[src/rtl/cache_pkg.sv]
// Shared cache-subsystem constants: word/fetch sizes and memory-port owner encodings.
package cache_pkg;
  localparam int WORD_SIZE  = 16;
  localparam int FETCH_SIZE = 64;

  typedef enum logic [1:0] {
    OWN_NONE = 2'b00,
    OWN_I    = 2'b01,
    OWN_D    = 2'b10
  } owner_e;
endpackage

[src/rtl/arb2_rr.sv]
// Two-input round-robin grant. On a tie the side that was not served last wins;
// the last-served side is recorded whenever update is pulsed.
module arb2_rr (
  input  logic clk,
  input  logic reset_n,
  input  logic req_a,
  input  logic req_b,
  input  logic update,
  input  logic served_b,
  output logic grant_a,
  output logic grant_b
);
  // After reset side a counts as last served, so the first tie goes to b.
  logic last_b;

  always_ff @(posedge clk or negedge reset_n) begin
    if (!reset_n)    last_b <= 1'b0;
    else if (update) last_b <= served_b;
  end

  always_comb begin
    grant_a = req_a && (!req_b || last_b);
    grant_b = req_b && (!req_a || !last_b);
  end
endmodule

[src/rtl/mem_port_arbiter.sv]
// Shares one fixed-latency 64-bit memory port between I-cache fills and D-cache
// fills/write-backs; each cache holds a level request until its done pulse.
//
//   state     | meaning
//   ST_IDLE   | port free, arbitrate between pending requests
//   ST_ACCESS | strobe held for MEM_LATENCY cycles, read line captured in last one
//   ST_DONE   | pulse owner's done, record last owner, requests ignored
module mem_port_arbiter
  import cache_pkg::*;
#(
  parameter int ADDR_W      = 16,
  parameter int LINE_W      = FETCH_SIZE,
  parameter int MEM_LATENCY = 4,
  parameter int CNT_W       = 16
) (
  input  logic              clk,
  input  logic              reset_n,
  input  logic              i_req_rd,
  input  logic [ADDR_W-1:0] i_addr,
  output logic              i_done,
  output logic [LINE_W-1:0] i_rdata,
  input  logic              d_req_rd,
  input  logic              d_req_wr,
  input  logic [ADDR_W-1:0] d_addr,
  input  logic [LINE_W-1:0] d_wdata,
  output logic              d_done,
  output logic [LINE_W-1:0] d_rdata,
  output logic              mem_read,
  output logic              mem_write,
  output logic [ADDR_W-1:0] mem_addr,
  output logic [LINE_W-1:0] mem_wdata,
  input  logic [LINE_W-1:0] mem_rdata,
  output logic [1:0]        owner,
  output logic [CNT_W-1:0]  conflict_cnt
);
  localparam int LAT_W = (MEM_LATENCY > 1) ? $clog2(MEM_LATENCY) : 1;
  localparam logic [LAT_W-1:0] LAT_LOAD = LAT_W'(MEM_LATENCY - 1);

  typedef enum logic [1:0] {ST_IDLE, ST_ACCESS, ST_DONE} state_e;

  state_e            state, state_nxt;
  logic [LAT_W-1:0]  lat_cnt;
  owner_e            own;
  logic              op_wr;
  logic [ADDR_W-1:0] addr_q;
  logic [LINE_W-1:0] wdata_q;
  logic              d_any, grant_i, grant_d;

  assign d_any = d_req_rd | d_req_wr;

  arb2_rr u_arb (
    .clk      (clk),
    .reset_n  (reset_n),
    .req_a    (i_req_rd),
    .req_b    (d_any),
    .update   (state == ST_DONE),
    .served_b (own == OWN_D),
    .grant_a  (grant_i),
    .grant_b  (grant_d)
  );

  always_comb begin
    state_nxt = state;
    mem_read  = 1'b0;
    mem_write = 1'b0;
    mem_addr  = '0;
    mem_wdata = '0;
    i_done    = 1'b0;
    d_done    = 1'b0;
    owner     = own;
    case (state)
      ST_IDLE:   if (grant_i || grant_d) state_nxt = ST_ACCESS;
      ST_ACCESS: begin
        mem_read  = !op_wr;
        mem_write = op_wr;
        mem_addr  = addr_q;
        mem_wdata = op_wr ? wdata_q : '0;
        if (lat_cnt == '0) state_nxt = ST_DONE;
      end
      ST_DONE: begin
        i_done    = (own == OWN_I);
        d_done    = (own == OWN_D);
        state_nxt = ST_IDLE;
      end
      default:   state_nxt = ST_IDLE;
    endcase
  end

  always_ff @(posedge clk or negedge reset_n) begin
    if (!reset_n) begin
      state        <= ST_IDLE;
      lat_cnt      <= '0;
      own          <= OWN_NONE;
      op_wr        <= 1'b0;
      addr_q       <= '0;
      wdata_q      <= '0;
      i_rdata      <= '0;
      d_rdata      <= '0;
      conflict_cnt <= '0;
    end else begin
      state <= state_nxt;
      case (state)
        ST_IDLE: begin
          if (i_req_rd && d_any && conflict_cnt != '1) conflict_cnt <= conflict_cnt + 1'b1;
          // A simultaneous read+write from D resolves to the write-back.
          if (grant_d) begin
            own     <= OWN_D;
            op_wr   <= d_req_wr;
            addr_q  <= d_addr;
            wdata_q <= d_wdata;
            lat_cnt <= LAT_LOAD;
          end else if (grant_i) begin
            own     <= OWN_I;
            op_wr   <= 1'b0;
            addr_q  <= i_addr;
            wdata_q <= '0;
            lat_cnt <= LAT_LOAD;
          end
        end
        ST_ACCESS: begin
          // Write-backs return nothing, so d_rdata keeps the last fetched line.
          if (lat_cnt == '0) begin
            if (!op_wr && own == OWN_I) i_rdata <= mem_rdata;
            if (!op_wr && own == OWN_D) d_rdata <= mem_rdata;
          end else begin
            lat_cnt <= lat_cnt - 1'b1;
          end
        end
        ST_DONE: own <= OWN_NONE;
        default: own <= OWN_NONE;
      endcase
    end
  end

  always_ff @(posedge clk) begin
    if (reset_n && state == ST_IDLE)
      assert (!(d_req_rd && d_req_wr))
        else $warning("d_req_rd and d_req_wr raised together; write-back taken");
  end
endmodule

[config.mk]
export PLATFORM = sky130hd
export DESIGN_NAME = mem_port_arbiter
export DESIGN_NICKNAME = d
export VERILOG_FILES = /design/src/rtl/cache_pkg.sv /design/src/rtl/arb2_rr.sv /design/src/rtl/mem_port_arbiter.sv
export SDC_FILE = /design/constraint.sdc
export NUM_CORES = 1
export LEC_CHECK = 0
export BUFFER_PORTS_ARGS = -buffer_cell sky130_fd_sc_hd__buf_4
export CAP_MARGIN = 40
export CORE_AREA = 2 2 152 154
export DETAILED_ROUTE_END_ITERATION = 12
export DIE_AREA = 0 0 154 156
export PLACE_DENSITY = 0.75
export SLEW_MARGIN = 10
export SYNTH_ARGS = -nofsm -noshare
export SYNTH_HDL_FRONTEND = slang
export SYNTH_SLANG_ARGS = --single-unit
[constraint.sdc]
create_clock -name clk -period 4.58 [get_ports clk]
set_clock_uncertainty 0.05 [all_clocks]
set_input_delay 0.458 -clock clk [delete_from_list [all_inputs] [get_ports clk]]
set_output_delay 0.458 -clock clk [all_outputs]
set_load 0.01 [all_outputs]
After elaboration in Yosys (flattened, before gate mapping)
Index checks and enable logic that the tools add are counted.
Widths: inputs -> output; s select.

operators by class
  eq/ne operators = 9
  bitwise logic cells = 2
  multiplexer cells = 23
  $add $sub $neg = 2
  reduce and logical (&&, ||, !) cells = 24

operators with widths
  cell                   count
  $mux 64                4
  $mux 16                3
  $add 16x1->16 const B  1
  $ne 16x16->1 const B   1
  $mux 2                 7
  $pmux 2 s2             3
  $reduce_and 3->1       3
  $reduce_and 2->1       4
  $logic_and 1x1->1      6
  $mux 1                 6
  $ne 2x2->1 const B     3
  $eq 2x1->1 const B     2
  $eq 2x2->1 const B     2
  $logic_not 1->1        4
  $logic_not 2->1        2
  $reduce_bool 2->1      2
  $logic_or 1x1->1       3
  $ne 3x3->1 const B     1
  $sub 2x1->2 const B    1
  $not 1->1              1
  $or 1x1->1             1

storage, ports and cells
  bits of input ports = 165
  register bits = 232
  word-level logic and storage cells = 70

Logic depth before layout (Yosys ltp)
Gate-level depths: netlist of run 1.

  depth in word-level cells = 7
  depth in mapped cells = 7
  mapped depth without buffers = 5

Modules after synthesis
Synthesis of run 1 repeated with hierarchy kept, for this count alone.

second synthesis, totals
  cells, all modules = 696
  area, all modules = 9756.9 µm²

by module, submodules not included
  module            cells each  seq. area each (µm²)  area an instance (µm²)  times used
  mem_port_arbiter  690         5780.5                9704.3                  1
  arb2_rr           6           25.0                  52.6                    1

Least setup slack after synthesis of run 1
No wires, ideal clock.

  path kind = register to register
  from = reg state[0]
  to = reg conflict_cnt[15]
  period minus slack after synthesis = 1.967 ns
  required time = 4.451 ns
  arrival = 1.837 ns
  slack = 2.613 ns
  cell stages (with the launch flop) = 7
  cells stage by stage = dfrtp_1 buf_6 or3b_1 or4_1 buf_2 nor4b_2 xor2_1

on the way
  longest elaborated chain between the ends = 2

RTL lines
  item                               RTL line                 RTL
  start, declared                    mem_port_arbiter.sv:41   state_e state, state_nxt;
  start signal, assigned             mem_port_arbiter.sv:101  state <= state_nxt;
  $logic_not 2->1                    mem_port_arbiter.sv:102  case (state)
  $reduce_and 2->1 (no source line)  --
  end signal, assigned               mem_port_arbiter.sv:104  if (i_req_rd && d_any && conflict_cnt != '1) conflict_cnt <= conflict_cnt + 1'b1;
  end, declared                      mem_port_arbiter.sv:34   output logic [CNT_W-1:0] conflict_cnt

No other way between the ends.
A chain may end at the register's enable or synchronous reset.

Worst setup path after layout of run 1
  from = reg state[0]
  to = out mem_wdata[25]

on the way
  longest elaborated chain between the ends = 2

RTL lines
  item           RTL line                RTL
  $eq 2x1->1     mem_port_arbiter.sv:71  case (state)
  $mux 64        mem_port_arbiter.sv:71
  end, declared  mem_port_arbiter.sv:31  output logic [LINE_W-1:0] mem_wdata,

No other way between the ends.

==> metrics.yaml, run 1 <==
status:
  status: "complete, no violations"
finish:
  layout_commonest_cell: "buf_4"
  nets: 1242
  synthToLayoutAreaGrowth_pct: 44.34
  final_cell_mix: "buf_4 (402), dfrtp_1 (232), mux2_2 (130)"
  drive_gt1_share_pct: 53.44
  fin_area_um2: 13490
setup_path:
  critPathCaptureType: "output pin"
  crit_arrival_ps: 2220
  criticalPathCategory: "reg2out"
  crit_path_top_delay_cell: "dfrtp_1"
  crit_fanout: 38
  crit_chain: "nor2b_4, buf_12, buf_4, and3_1, buf_4"
  start_kind: "register"
  cp.required_ps: 4070
  cp_slowest_stage_delay_ps: 470
  cpMostUsedCell: "buf_4"
floorplanning:
  pin_count: 395
  start_util_pct: 41.80
  die_area_um2: 24020
  rows: 55
  die_w_um: 154
  die_h_um: 156
  core_um2: 22370
synth:
  synth_top_family_by_area: "multiplexers"
  synth-simple-area-share_pct: 9.423
  syn_inst: 689
  synth_flop_cell: "dfrtp_1"
  seq_area_frac_synth_pct: 62.11
  synth_nets: 856
  synthArstFlopShare_pct: 100.0
  synth_compound_area_share_pct: 8.928
  synth_edf_count: 0
  synth-adder-area-share_pct: 0.2677
  synth-seq-cells: 232
  synthXorXnorAreaFrac_pct: 1.312
  synth.distinct_cells: 36
  avgSynthCellArea_um2: 13.57
  yosysWarningCount: 0
  muxShareOfSynthArea_pct: 15.66
  syn_area_um2: 9348
timing:
  worst_slew_pin_slew_ps: 897.2
  min_period_ps: 2730
  max_freq_ghz: 0.3663
  setup_ws_ps: 1850
  setup_tns_ps: 0
  hold_viol_final: 0
  rsz0062_at_grt: "false"
  slew_headroom_pct: 40.19
  finalCritPeriodShare_pct: 59.60
  setup_viol: 0
  hold-worst-slack_ps: 107.5
  slew_violations: 0
drt:
  vias_per_cell: 5.185
  antenna_left: 0
  wl_mm: 26.18
  dr.first_iter.drc_count: 268
  post_drt_wl_per_cell_um: 19.01
  drc_errors: 0
  vias: 7140
  dr.pass1.iters: 6
cts:
  post-cts-setup-buffer-count: 0
  cts_tree: "built"
  cts_made_buffers: 25
  path_clk_slew_ps: 60
  clock-root-buffer: "clkbuf_16"
  htreeDepth: 1
  cts_num_sinks: 232
  ctsResizeCount: 0
  clockBufferDepth: 3
  worstSkewPairLatency_ps: 510
  cts_hold_buf: 1
power:
  swShare_pct: 32.68
  p_total_w: 0.009348
  internal_power_w: 0.006293
  power.share.clock_pct: 21.4
  seq_power_share_pct: 38.6
  max-vdd-ir-drop_uv: 360.7
  switchingPower_w: 0.003055
  p_comb_share_pct: 40.0
  p_per_area_nw_per_um2: 692.8
  p_leak_nw: 6.804
run:
  maxCapViolations: 0
global_route:
  grt_pass1_vias: 7464
  grt_busiest_layer: "met2"
  grtUsageMet3_pct: 5.667
  use_met1_pct: 24.83
  grt_pass1_wl_mm: 40.15
  overflow: 0
  antenna_found_initial: 1
  use_met2_pct: 36.43
  grt_max_degree: 114
  grt_use_total_pct: 20.87
placed_design:
  gp_congestion: 0.8115
  placed_cell_area_um2: 12660
  pre_cts_ws_ps: 1940
  portBuffers: 394
  hpwl_mm: 18.86
min_path:
  timing.hold.worst.class: "in2reg"
-- synthesized netlist by cell type, types with 7 or more instances --
cell type	number	area share, %
dfrtp_1	232	62
mux2_2	130	16
a22o_1	65	6.1
and3_1	64	4.3
clkbuf_1	42	1.7
nand2_1	21	0.84
o21ai_0	21	1.1
and2_1	18	1.2
a22oi_1	16	1.3
xor2_1	14	1.3
buf_2	7	0.37
nor3_1	7	0.37
-- registers in the layout, summed over array words and instances (netlist names) --
name          count
d_rdata          64
i_rdata          64
wdata_q          64
addr_q           16
conflict_cnt     16
lat_cnt           2
owner             2
state             2
op_wr             1
u_arb.last_b      1
-- layout make-up --
cell class,count,area (um2)
repair buffers,409,3134
fillers,1822,8872
multi-input cells,404,3363
inverters,3,11.26
clock buffers,36,726.9
clock inverters,7,92.59
flip-flops and latches,232,5806
diodes,1,2.502
well taps,285,356.6
-- power groups by stage --
stage | registers (W) | clock network (W) | logic (W)
final | 0.00361 | 0.00200 | 0.00374
after global routing | 0.00373 | 0.00214 | 0.00402
after CTS | 0.00361 | 0.00205 | 0.00379
after detailed placement | 0.00362 | 0 | 0.00380
after global placement | 0.00360 | 0 | 0.00366
after floorplan | 0.00379 | 0 | 0.00162
-- worst max-delay path: cells and delay by family, from the launching register on --
family                 cells  cell delay (ps)
and+or+nand+nor            2              640
DFF                        1              470
buffers and inverters      3              570
-- per-stage QoR --
stage / utilization (%) / std cells
after floorplan: - / 689
after global placement: 56.29 / 1328
after detailed placement: 56.61 / 1332
after CTS: 60.32 / 1376
after global routing: 60.33 / 1377
final: 60.33 / 1377
-- per-layer routing --
layer | wire [um] | vias to the layer above
met5 | 0 | -
met4 | 851 | 0
met3 | 2198 | 53
met2 | 13040 | 302
met1 | 10090 | 3507
li1 | - | 3278
-- logic make-up after synthesis --
kind of cell,after synthesis
muxes,130
DFF,232
adders and majority gates,2
xor gates and xnor gates,14
buffers and inverters,53
and+or+nand+nor,150
AOI/OAI and AO/OA,108
-- worst paths after layout --
path | startpoint | end | slack (ps) | cells after the start
min in group asynchronous | reset_n | d_rdata[30] | 510 | 2
max in group asynchronous | reset_n | d_rdata[40] | 2680 | 3
hold reg to reg | wdata_q[27] | wdata_q[27] | 450 | 1
setup reg to reg | state[1] | i_rdata[43] | 2050 | 5
setup / recovery | state[0] | mem_wdata[25] | 1850 | 5
hold / removal | d_wdata[54] | wdata_q[54] | 110 | 2
Power figures use the tool's default switching activity.
==> run 2, diff against run 1 <==
- clock period: 4.58 -> 2.8 ns (I/O delays scaled with it)
==> run 2 against run 1 <==
Effect of this change: setup slack got worse by 1600 ps; sequential cell count unchanged; utilization increased by 7.1 points; critical path depth increased by 3; wire length increased by 12%; global-route usage increased by 2.7 points; sequential power increased by 65%; worst hold slack improved by 33 ps; die area unchanged; largest cell class unchanged; highest routed layer unchanged.
==> metrics.yaml, run 2 (synthesis results as in run 1) <==
setup_path:
  worstSetupEndpoint: "addr_q[2]"
  cp.required_ps: 3190
  cp_num_cells: 8
  crit_path_start: "d_req_wr"
  critPathCaptureType: "register"
  cp_slowest_stage_delay_ps: 580
  r2r-end: "addr_q[2]"
  cpMostUsedCell: "dlygate4sd3_1"
  cp_top_family: "buffers and inverters"
  critical_path_buf_inv_count: 4
  crit_chain: "dlygate4sd3_1, buf_4, or2_2, o21ai_4, buf_12, a22oi_1, o21ai_0, dlygate4sd3_1"
  criticalPathCategory: "in2reg"
  start_kind: "input pin"
  crit_fanout: 81
  crit_arrival_ps: 2950
  crit_path_top_delay_cell: "dlygate4sd3_1"
  r2r-start: "state[1]"
  worstRegToRegCells: 6
  reg2reg_slack_ps: 480
floorplanning:
  die_w_um: 154
  die_h_um: 156
  pin_count: 395
  start_util_pct: 41.80
  rows: 55
  core_um2: 22370
  die_area_um2: 24020
timing:
  finalCritPeriodShare_pct: 91.74
  min_period_ps: 2569
  hold_viol_final: 0
  worst_slew_pin_slew_ps: 605.9
  slew_violations: 0
  setup_tns_ps: 0
  max_freq_ghz: 0.3893
  slew_headroom_pct: 59.30
  rsz0062_at_grt: "false"
  setup_viol: 0
finish:
  synthToLayoutAreaGrowth_pct: 61.28
  multi_input_area_um2: 3363
  layout_commonest_cell: "buf_4"
  drive_gt1_share_pct: 46.53
  top_regs: "d_rdata: 64 flops, i_rdata: 64 flops, wdata_q: 64 flops"
  nets: 1403
  seq_area_um2: 5806
  fin_area_um2: 15080
  n_fill_cell: 1489
  final_cell_mix: "buf_4 (400), dfrtp_1 (232), dlygate4sd3_1 (162)"
  utilization_pct: 67.41
cts:
  cts_made_buffers: 25
  worstSkewPairLatency_ps: 500
  ctsResizeCount: 0
  path_clk_slew_ps: 60
  cts_num_sinks: 232
  clock-root-buffer: "clkbuf_16"
  cts_tree: "built"
  clockBufferDepth: 3
  htreeDepth: 1
placed_design:
  gp_congestion: 0.7808
  hpwl_mm: 18.15
  placed_cell_area_um2: 12680
  portBuffers: 394
drt:
  antenna_left: 0
  drc_errors: 0
  wl_mm: 29.36
  post_drt_wl_per_cell_um: 19.08
  dr.first_iter.drc_count: 344
  vias_per_cell: 5.180
  vias: 7972
  dr.pass1.iters: 4
global_route:
  grt_max_degree: 84
  grt_use_total_pct: 23.53
  antenna_found_initial: 0
  overflow: 0
  grt_pass1_wl_mm: 45.60
  grt_pass1_vias: 8528
run:
  maxCapViolations: 0
power:
  seq_power_share_pct: 38.2
  max-vdd-ir-drop_uv: 526.5
  internal_power_w: 0.01036
  power.share.clock_pct: 19.4
  switchingPower_w: 0.005244
  p_per_area_nw_per_um2: 1035
  p_leak_nw: 7.477
  p_comb_share_pct: 42.4
  swShare_pct: 33.61
min_path:
  timing.hold.worst.class: "in2reg"
status:
  status: "complete, no violations"
[run 2: worst min path at each step]
stage	from	depth (start not counted)	slack [ps]	to
after global routing	d_req_rd	4	180	owner[0]
after global placement	reset_n	1	210	i_rdata[30]
after floorplan	reset_n	0	-70	addr_q[0]
after CTS	d_req_rd	4	100	owner[0]
final	d_req_rd	4	140	owner[0]
after detailed placement	reset_n	1	210	i_rdata[30]
[run 2: stage by stage]
step                      setup slack, ps  hold WS (ps)  std cells  total power [W]
final                               231.2         140.5       1539          0.01561
after floorplan                     833.4        -65.59        689         0.008846
after detailed placement            530.6         207.5       1331          0.01210
after global placement              553.8         206.4       1330          0.01189
after global routing                123.8         176.3       1538          0.01644
after CTS                           287.9         102.9       1537          0.01554
[run 2: power by group through the flow]
stage / clock network, W / registers [W] / logic [W]
2_1_floorplan: 0 / 0.00619 / 0.00265
5_1_grt: 0.00323 / 0.00613 / 0.00708
4_1_cts: 0.00309 / 0.00589 / 0.00656
3_3_place_gp: 0 / 0.00586 / 0.00602
3_5_place_dp: 0 / 0.00592 / 0.00619
6_report: 0.00302 / 0.00596 / 0.00662
[run 2: worst register-to-register path, delay by kind of cell (launching register included)]
kind | cells | cell delay [ps]
AND/OR/NAND/NOR | 1 | 250
flip-flops | 1 | 470
buffers and inverters | 2 | 830
AO/OA/AOI/OAI | 3 | 580
[run 2: layout make-up]
class                           count  area share, %
Sequential cell                   232          38.51
Multi-Input combinational cell    404          22.31
Timing Repair Buffer              570          31.80
Tap cell                          285          2.365
Clock inverter                      9         0.3237
Inverter                            3        0.07470
Antenna cell                        1        0.01660
Clock buffer                       35          4.598
[run 2: repair_timing]
action | 4_1_cts | 5_1_grt
endpoints found under the hold margin | 267 | 0
hold buffers | 162 | 0
buffers inserted | 0 | 0
[run 2: per-layer routing]
metal | wire length [um] | track usage, % | share of wire (%) | up-vias
met5 | 0 | 0 | 0 | -
met4 | 1004 | 8.812 | 3.4 | 0
met3 | 2326 | 6.028 | 7.9 | 74
met2 | 14780 | 41.55 | 50 | 367
met1 | 11250 | 27.73 | 38 | 3927
li1 | - | - | - | 3604
